### src/rtl/tlb.sv
// 16-entry fully associative MIPS32 joint TLB with two combinational translation ports,
// TLBWI/TLBWR writes, and registered TLBP/TLBR results in cp0's write-back format.
module tlb #(
    parameter int TLBNUM = 16,
    localparam int IDXW = $clog2(TLBNUM)
) (
    input  logic            clk,
    input  logic            reset,
    input  logic [31:0]     s0_vaddr,
    output logic [31:0]     s0_paddr,
    output logic [1:0]      s0_ex,
    input  logic [31:0]     s1_vaddr,
    input  logic            s1_store,
    output logic [31:0]     s1_paddr,
    output logic [1:0]      s1_ex,
    input  logic [7:0]      asid,
    input  logic            tlbwi_we,
    input  logic            tlbwr_we,
    input  logic [IDXW-1:0] w_index,
    input  logic [31:0]     w_hi,
    input  logic [31:0]     w_lo0,
    input  logic [31:0]     w_lo1,
    input  logic            probe_req,
    output logic            tlbp_we,
    output logic [31:0]     index_data,
    input  logic            tlbr_req,
    output logic            tlbr_we,
    output logic [31:0]     lo0_data,
    output logic [31:0]     lo1_data,
    output logic [31:0]     hi_data,
    output logic [IDXW-1:0] random
);
    logic [18:0]     r_vpn2 [TLBNUM];
    logic [7:0]      r_asid [TLBNUM];
    logic            r_g    [TLBNUM];
    logic [19:0]     r_pfn0 [TLBNUM];
    logic [19:0]     r_pfn1 [TLBNUM];
    logic [2:0]      r_c0   [TLBNUM];
    logic [2:0]      r_c1   [TLBNUM];
    logic            r_d0   [TLBNUM];
    logic            r_d1   [TLBNUM];
    logic            r_v0   [TLBNUM];
    logic            r_v1   [TLBNUM];

    logic [IDXW-1:0] r_random;
    logic            r_tlbp_we;
    logic [31:0]     r_index_data;
    logic            r_tlbr_we;
    logic [31:0]     r_lo0_data;
    logic [31:0]     r_lo1_data;
    logic [31:0]     r_hi_data;

    logic [TLBNUM-1:0] w_s0_match, w_s1_match, w_p_match;
    logic              w_s0_hit, w_s1_hit, w_p_hit;
    logic [IDXW-1:0]   w_s0_idx, w_s1_idx, w_p_idx;
    logic              w_wen;
    logic [IDXW-1:0]   w_widx;
    logic [19:0]       w_s0_pfn, w_s1_pfn;
    logic              w_s0_v, w_s1_v, w_s1_d;
    logic              w_unused;

    assign w_unused = ^{w_lo0[31:26], w_lo1[31:26], w_hi[12:8]};

    // Descending scan so the lowest matching index is the one left standing.
    function automatic logic [IDXW:0] pri_enc(input logic [TLBNUM-1:0] m);
        logic [IDXW:0] res;
        res = '0;
        for (int i = TLBNUM - 1; i >= 0; i--) begin
            if (m[i]) res = {1'b1, IDXW'(i)};
        end
        return res;
    endfunction

    always_comb begin
        w_s0_match = '0;
        w_s1_match = '0;
        w_p_match  = '0;
        for (int i = 0; i < TLBNUM; i++) begin
            w_s0_match[i] = (r_vpn2[i] == s0_vaddr[31:13]) && (r_g[i] || r_asid[i] == asid);
            w_s1_match[i] = (r_vpn2[i] == s1_vaddr[31:13]) && (r_g[i] || r_asid[i] == asid);
            w_p_match[i]  = (r_vpn2[i] == w_hi[31:13]) && (r_g[i] || r_asid[i] == w_hi[7:0]);
        end
    end

    assign {w_s0_hit, w_s0_idx} = pri_enc(w_s0_match);
    assign {w_s1_hit, w_s1_idx} = pri_enc(w_s1_match);
    assign {w_p_hit, w_p_idx}   = pri_enc(w_p_match);

    always_comb begin
        w_s0_pfn = s0_vaddr[12] ? r_pfn1[w_s0_idx] : r_pfn0[w_s0_idx];
        w_s0_v   = s0_vaddr[12] ? r_v1[w_s0_idx]   : r_v0[w_s0_idx];
        s0_paddr = {w_s0_pfn, s0_vaddr[11:0]};
        s0_ex    = 2'b00;
        if (s0_vaddr[31:30] == 2'b10) begin
            s0_paddr = {3'b000, s0_vaddr[28:0]};
        end else if (!w_s0_hit) begin
            s0_ex = 2'b01;
        end else if (!w_s0_v) begin
            s0_ex = 2'b10;
        end
    end

    always_comb begin
        w_s1_pfn = s1_vaddr[12] ? r_pfn1[w_s1_idx] : r_pfn0[w_s1_idx];
        w_s1_v   = s1_vaddr[12] ? r_v1[w_s1_idx]   : r_v0[w_s1_idx];
        w_s1_d   = s1_vaddr[12] ? r_d1[w_s1_idx]   : r_d0[w_s1_idx];
        s1_paddr = {w_s1_pfn, s1_vaddr[11:0]};
        s1_ex    = 2'b00;
        if (s1_vaddr[31:30] == 2'b10) begin
            s1_paddr = {3'b000, s1_vaddr[28:0]};
        end else if (!w_s1_hit) begin
            s1_ex = 2'b01;
        end else if (!w_s1_v) begin
            s1_ex = 2'b10;
        end else if (s1_store && !w_s1_d) begin
            s1_ex = 2'b11;
        end
    end

    // TLBWI takes precedence over TLBWR when both fire.
    assign w_wen  = tlbwi_we | tlbwr_we;
    assign w_widx = tlbwi_we ? w_index : r_random;

    always_ff @(posedge clk) begin
        if (reset) begin
            for (int i = 0; i < TLBNUM; i++) begin
                r_vpn2[i] <= '0;
                r_asid[i] <= '0;
                r_g[i]    <= 1'b0;
                r_pfn0[i] <= '0;
                r_pfn1[i] <= '0;
                r_c0[i]   <= '0;
                r_c1[i]   <= '0;
                r_d0[i]   <= 1'b0;
                r_d1[i]   <= 1'b0;
                r_v0[i]   <= 1'b0;
                r_v1[i]   <= 1'b0;
            end
        end else if (w_wen) begin
            r_vpn2[w_widx] <= w_hi[31:13];
            r_asid[w_widx] <= w_hi[7:0];
            r_g[w_widx]    <= w_lo0[0] & w_lo1[0];
            r_pfn0[w_widx] <= w_lo0[25:6];
            r_pfn1[w_widx] <= w_lo1[25:6];
            r_c0[w_widx]   <= w_lo0[5:3];
            r_c1[w_widx]   <= w_lo1[5:3];
            r_d0[w_widx]   <= w_lo0[2];
            r_d1[w_widx]   <= w_lo1[2];
            r_v0[w_widx]   <= w_lo0[1];
            r_v1[w_widx]   <= w_lo1[1];
        end
    end

    always_ff @(posedge clk) begin
        if (reset) begin
            r_random     <= '0;
            r_tlbp_we    <= 1'b0;
            r_index_data <= '0;
            r_tlbr_we    <= 1'b0;
            r_lo0_data   <= '0;
            r_lo1_data   <= '0;
            r_hi_data    <= '0;
        end else begin
            r_random  <= r_random + 1'b1;
            r_tlbp_we <= probe_req;
            r_tlbr_we <= tlbr_req;
            if (probe_req) begin
                r_index_data <= {~w_p_hit, {(31 - IDXW){1'b0}}, w_p_idx};
            end
            if (tlbr_req) begin
                r_lo0_data <= {6'b0, r_pfn0[w_index], r_c0[w_index], r_d0[w_index],
                               r_v0[w_index], r_g[w_index]};
                r_lo1_data <= {6'b0, r_pfn1[w_index], r_c1[w_index], r_d1[w_index],
                               r_v1[w_index], r_g[w_index]};
                r_hi_data  <= {r_vpn2[w_index], 5'b0, r_asid[w_index]};
            end
        end
    end

    assign random     = r_random;
    assign tlbp_we    = r_tlbp_we;
    assign index_data = r_index_data;
    assign tlbr_we    = r_tlbr_we;
    assign lo0_data   = r_lo0_data;
    assign lo1_data   = r_lo1_data;
    assign hi_data    = r_hi_data;
endmodule
### config.mk
export PLATFORM = sky130hd
export DESIGN_NAME = tlb
export DESIGN_NICKNAME = d
export VERILOG_FILES = /design/src/rtl/tlb.sv
export SDC_FILE = /design/constraint.sdc
export NUM_CORES = 2
export LEC_CHECK = 0
export CAP_MARGIN = 20
export CORE_MARGIN = 1
export CORE_UTILIZATION = 55
export DETAILED_ROUTE_END_ITERATION = 10
export GPL_ROUTABILITY_DRIVEN = 0
export PLACE_DENSITY = 0.73
export SLEW_MARGIN = 20
export SYNTH_ARGS = -nofsm -noshare
export SYNTH_HDL_FRONTEND = slang
export SYNTH_SLANG_ARGS = --single-unit
export TNS_END_PERCENT = 1
### constraint.sdc
create_clock -name clk -period 8.2 [get_ports clk]
set_input_delay 0.82 -clock clk [delete_from_list [all_inputs] [get_ports clk]]
set_output_delay 0.82 -clock clk [all_outputs]
set_load 0.01 [all_outputs]
# Word level (Yosys, flattened, before mapping)
# Memory sizes are Yosys's and may differ from the RTL's. A register that Yosys moved wholly into a read port is not among the register bits.
# Index checks and enable logic that the tools add are counted.
# word_totals
register_bits	63
n_memories	11
ramBits	1248
output_inout_bits	202
inputBits	179
wordCells	297
# op_classes
add_sub_neg	1
mux	101
n_eq_ne	82
n_reduce_logical	93
n_bitwise	3
# mem_list
memory	depth	width	read_ports	rd_clocked_by_memory_dff	write_ports	line	rtl
r_pfn0	16	20	3	1	16	36	logic [19:0] r_pfn0 [TLBNUM];
r_pfn1	16	20	3	1	16	37	logic [19:0] r_pfn1 [TLBNUM];
r_vpn2	16	19	17	1	16	33	logic [18:0] r_vpn2 [TLBNUM];
r_asid	16	8	17	1	16	34	logic [7:0] r_asid [TLBNUM];
r_c0	16	3	1	1	16	38	logic [2:0] r_c0 [TLBNUM];
r_c1	16	3	1	1	16	39	logic [2:0] r_c1 [TLBNUM];
+5 memories	n/a	n/a	n/a	n/a	n/a	n/a	
# op_table
operator	n
$eq 19x19->1	48
$eq 8x8->1	32
$mux 5	48
$mux 20	4
$mux 32	2
$logic_and 1x1->1	49
$mux 4	12
$reduce_or 20->1	2
$logic_or 1x1->1	32
$mux 1	24
$mux 19	1
$reduce_or 19->1	1
$mux 2	7
$mux 8	1
$reduce_or 8->1	1
$mux 3	2
$reduce_or 3->1	2
$reduce_or 1->1	5
$add 4x1->4 const B	1
$eq 2x2->1 const B	2
$and 1x1->1	1
$logic_not 1->1	1
$not 1->1	1
$or 1x1->1	1

# Depth between registers and ports, before layout
# An unclocked memory read counts as a cell.
# logic_depth
ltp_word	28
ltp_mapped	18
depth_no_buf	12

# Worst setup path before layout
# Ideal clock, no wire load.
# synth_timing
kind	input -> register
start	in tlbwi_we
end	mem r_asid[0][0] (enable)
t_required_ns	7.578
arrival_ns	7.048
setup_time_ns	0.622
setup_slack_ns	0.530
path_buffers	1
path_stages	5
cell_sequence	clkbuf_1 inv_1 o21ai_0 nand2_1 o21ai_0
# synth_rtl
item	line	rtl
start: declaration	17	input logic tlbwi_we,
end: declaration	34	

# Worst setup path after layout
# layout_timing
start	in s0_vaddr[13]
end	out s0_paddr[18]
# layout_between
elab_chain_len	21
word_cells_on_any_way	52
classes_between	16 x eq/ne; 18 x mux; 16 x reduce/logical; 2 x memory
# layout_lines
item	line	rtl
start: declaration	9	input logic [31:0] s0_vaddr,
$eq 19x19->1	79	w_s0_match[i] = (r_vpn2[i] == s0_vaddr[31:13]) && (r_g[i] || r_asid[i] == asid);
$logic_and 1x1->1	79	
$mux 5 (15 in a row)	69	if (m[i]) res = {1'b1, IDXW'(i)};
$mux 5 *	69	
$mem_v2 16x20 (on tied branches)	n/a	
$mux 20 *	90	w_s0_pfn = s0_vaddr[12] ? r_pfn1[w_s0_idx] : r_pfn0[w_s0_idx];
$mux 32 *	94	if (s0_vaddr[31:30] == 2'b10) begin
end: declaration	10	output logic [31:0] s0_paddr,
# Every way passes the cells marked *; elsewhere a longest branch is shown, timed or not.

==> impl_metrics.py <==
metrics = {
    "sta": {
        "rsz0062_at_grt": "no",
        "finalSetupViolCount": 0,
        "slew_headroom_pct": 20.4,
        "max_freq_mhz": 122,
        "post-route-period-util_pct": 99.7,
        "finalSetupTns_ns": 0,
        "maxSlewViolCount": 0,
        "worstMarginPinSlew_ns": 1.19,
        "skew_ns": 0.0341,
        "fin_crit_ns": 8.18,
        "final_hold_viol_count": 0,
    },
    "worst_setup_path": {
        "crit_buf_inv": 4,
        "slowest_delay_ns": 1.24,
        "r2r_slack_ns": 4.24,
        "cp-start-kind": "primary input",
        "slowest_stage": "clkdlybuf4s50_1",
        "endpoint_kind": "primary output",
        "crit_fanout": 11,
        "cp_data_required_time_ns": 7.38,
        "arrival_ns": 7.36,
        "reg2reg_from": "r_vpn2[9][13]$_SDFFCE_PN0P_",
        "worst-setup-path-type": "in2out",
        "crit_family": "buffers and inverters",
        "crit_chain": "clkdlybuf4s50_1, xor2_1, nor4_1, nand4_1, nor3_1, nor2_1, a21bo_2, a31oi_4, buf_4, nor2b_4, buf_12, a21oi_1, a221oi_1, a31oi_1, clkdlybuf4s50_1",
        "reg2regPathDepth": 10,
        "crit_top_cell": "clkdlybuf4s50_1",
        "r2r-end": "index_data[0]$_SDFFE_PP0P_",
    },
    "synthesis": {
        "netlist_area_um2": 85500,
        "synth_edf_count": 1248,
        "yosys.area_share.simple_pct": 16.3,
        "synth-main-ff-cell": "edfxtp_1",
        "synth-xor-area-share_pct": 12.0,
        "syn_area_per_cell_um2": 11.8,
        "yosysSeqAreaShare_pct": 45.9,
        "synth_compound_area_share_pct": 4.34,
        "syn_inst": 7238,
        "synth.area.mux_share_pct": 17.3,
        "yosys_warnings": 0,
        "synth_top_family_by_area": "multiplexers",
        "synth_fa_ha_area_share_pct": 0.0146,
        "synth_cell_types": 76,
        "ys_seq_elements": 1337,
        "async_flop_share_pct": 0,
    },
    "detailed_routing": {
        "first_pass_iters": 11,
        "vias_per_cell": 7.22,
        "wl_per_cell_um": 36.6,
        "drc": 158,
        "highest_layer": "met5",
        "route.met3.wl_um": 67300,
        "m1WireLength_um": 115000,
        "detail-route-antenna-nets": 0,
        "route.met2.wl_um": 137000,
        "routed_wl_um": 347000,
        "drt_iter0_drc": 14600,
        "vias": 68500,
    },
    "clock_network": {
        "cts_buffers": 149,
        "clkTransAtPathRegs_ns": 0.06,
        "cts_tree": "yes",
        "cts_buffer_depth": 3,
        "postCtsHoldBufs": 0,
        "clock-sinks": 1337,
        "insertion_delay_ns": 0.84,
        "cts_setup_buffers": 0,
        "cts_resized": 0,
        "htreeDepth": 4,
        "cts_root_buf": "clkbuf_16",
    },
    "global_route": {
        "grt-ovfl-total": 0,
        "grt_max_degree": 104,
        "antenna_found_initial": 47,
        "grt.total_usage_pct": 43.4,
        "grt_pass1_wl_um": 482000,
        "grt_pass1_vias": 64400,
    },
    "die": {
        "core_um2": 154000,
        "dieWidth_um": 396,
        "num_io_pins": 381,
        "die_y_um": 396,
        "start_util_pct": 55.4,
        "dieArea_um2": 157000,
        "rows": 144,
    },
    "pwr": {
        "leakage_nw": 35.0,
        "powerDensity_nw_per_um2": 183,
        "total_power_w": 0.0176,
        "ir_drop_uv": 149,
    },
    "cells_and_area": {
        "final_cell_mix": "edfxtp_1, and2_1, xor2_1",
        "syn2layout_area_growth_pct": 12.2,
        "layout_commonest_cell": "edfxtp_1",
        "postLayoutCoreUtil_pct": 62.2,
        "fillCellCount": 11900,
        "layout.nets": 7479,
        "finalInstanceArea_um2": 95900,
        "drive_above_1_share_pct": 14.9,
    },
    "outcome": {
        "status": "complete, but fails checks",
        "violations": "DRC",
    },
    "hold_path": {
        "holdPathStages": 2,
        "hp-start": "reset",
        "min_path_type": "in2reg",
        "min_to": "hi_data[15]$_SDFFE_PP0P_",
    },
    "flow_run": {
        "max_cap_viol_count": 0,
    },
    "place": {
        "place_area_um2": 90800,
        "hpwlAfterDp_um": 217000,
        "port_buffers": 271,
    },
}
## cell type report
type / count / area (um2) / share of cell area [%]
diodes: 17 / 42.5 / 0.0444
clock buffers: 187 / 3910 / 4.08
clock inverters: 88 / 1040 / 1.09
inverters: 13 / 53.8 / 0.0561
multi-input cells: 5186 / 43300 / 45.2
flip-flops and latches: 1337 / 39300 / 40.9
well taps: 2044 / 2560 / 2.67
repair buffers: 612 / 5720 / 5.96
## worst max-delay path by stage
stage,startpoint,end,depth (start not counted)
floorplan,tlbwi_we,r_asid[0][0]$_SDFFCE_PN0P_,5
global placement,s0_vaddr[19],s0_paddr[18],16
detailed placement,asid[3],s0_paddr[18],17
CTS,asid[3],s0_paddr[18],17
global route,asid[3],s1_paddr[17],15
finish,s0_vaddr[13],s0_paddr[18],15
## Yosys cell counts, drive strengths merged, types with 13 or more instances
cell | number | area, um2
a211oi | 26 | 205
a21oi | 90 | 454
a221oi | 42 | 368
a22o | 53 | 464
a22oi | 16 | 120
a31oi | 94 | 588
a32oi | 73 | 639
a41oi | 18 | 158
and2 | 1238 | 7740
and3 | 44 | 275
buf | 317 | 1890
clkbuf | 428 | 1610
dfxtp | 89 | 1780
edfxtp | 1248 | 37500
inv | 13 | 48.8
mux2 | 22 | 251
mux2i | 470 | 4700
mux4 | 436 | 9820
nand2 | 480 | 1800
nand3 | 174 | 876
nand4 | 103 | 644
nor2 | 187 | 704
nor3 | 47 | 245
nor4 | 223 | 1400
o21ai | 52 | 260
xnor2 | 277 | 2430
xor2 | 893 | 7820
## cells by family (layout without fill, tap and decap cells)
| kind of cell | Yosys count | after routing |
|---|---|---|
| xor+xnor | 1170 | 1170 |
| simple gates | 2530 | 2530 |
| flops | 1337 | 1337 |
| compound gates | 513 | 513 |
| buf+inv | 758 | 900 |
| fa+ha+maj | 1 | 1 |
| other cells | 1 | 61 |
| mux | 928 | 928 |
## power breakdown
part / total, W / switching [W] / internal (W)
sequential: 0.00814 / 0.000356 / 0.00778
clock: 0.00698 / 0.00302 / 0.00396
combinational: 0.00244 / 0.00150 / 0.000943
total: 0.0176 / 0.00487 / 0.0127
## per-layer routing
metal	GRT usage (%)	vias up
met4	27.2	48
met1	55.8	33100
met2	58.1	7261
met5	0	-
li1	-	26400
met3	21.2	1766
## through the flow
stage	setup WS (ns)	hold slack, ns	cells
after global placement	0.570	0.463	9190
final	0.0235	0.465	9484
after global routing	0.156	0.475	9472
after CTS	0.475	0.443	9465
after detailed placement	0.443	0.470	9190
after floorplan	0.530	0.480	7281
## registers in the layout (all words and copies together), names as in the netlist, 25 cells and up
register,count
r_pfn0,320
r_pfn1,320
r_vpn2,304
r_asid,128
r_c0,48
r_c1,48
hi_data,27
lo1_data,26
lo0_data,25
## worst reg2reg max path, cell delays in order (launching register included)
cell and delay (ns):
edfxtp_1 0.55, xor2_1 0.22, nor4_1 0.70, nand4_1 0.45
nor3_1 0.82, a21oi_1 0.17, o21ai_0 0.20, a21boi_0 0.18
o21ai_0 0.25, a21oi_1 0.10, o31ai_1 0.22
(Power assumes the default switching activity.)
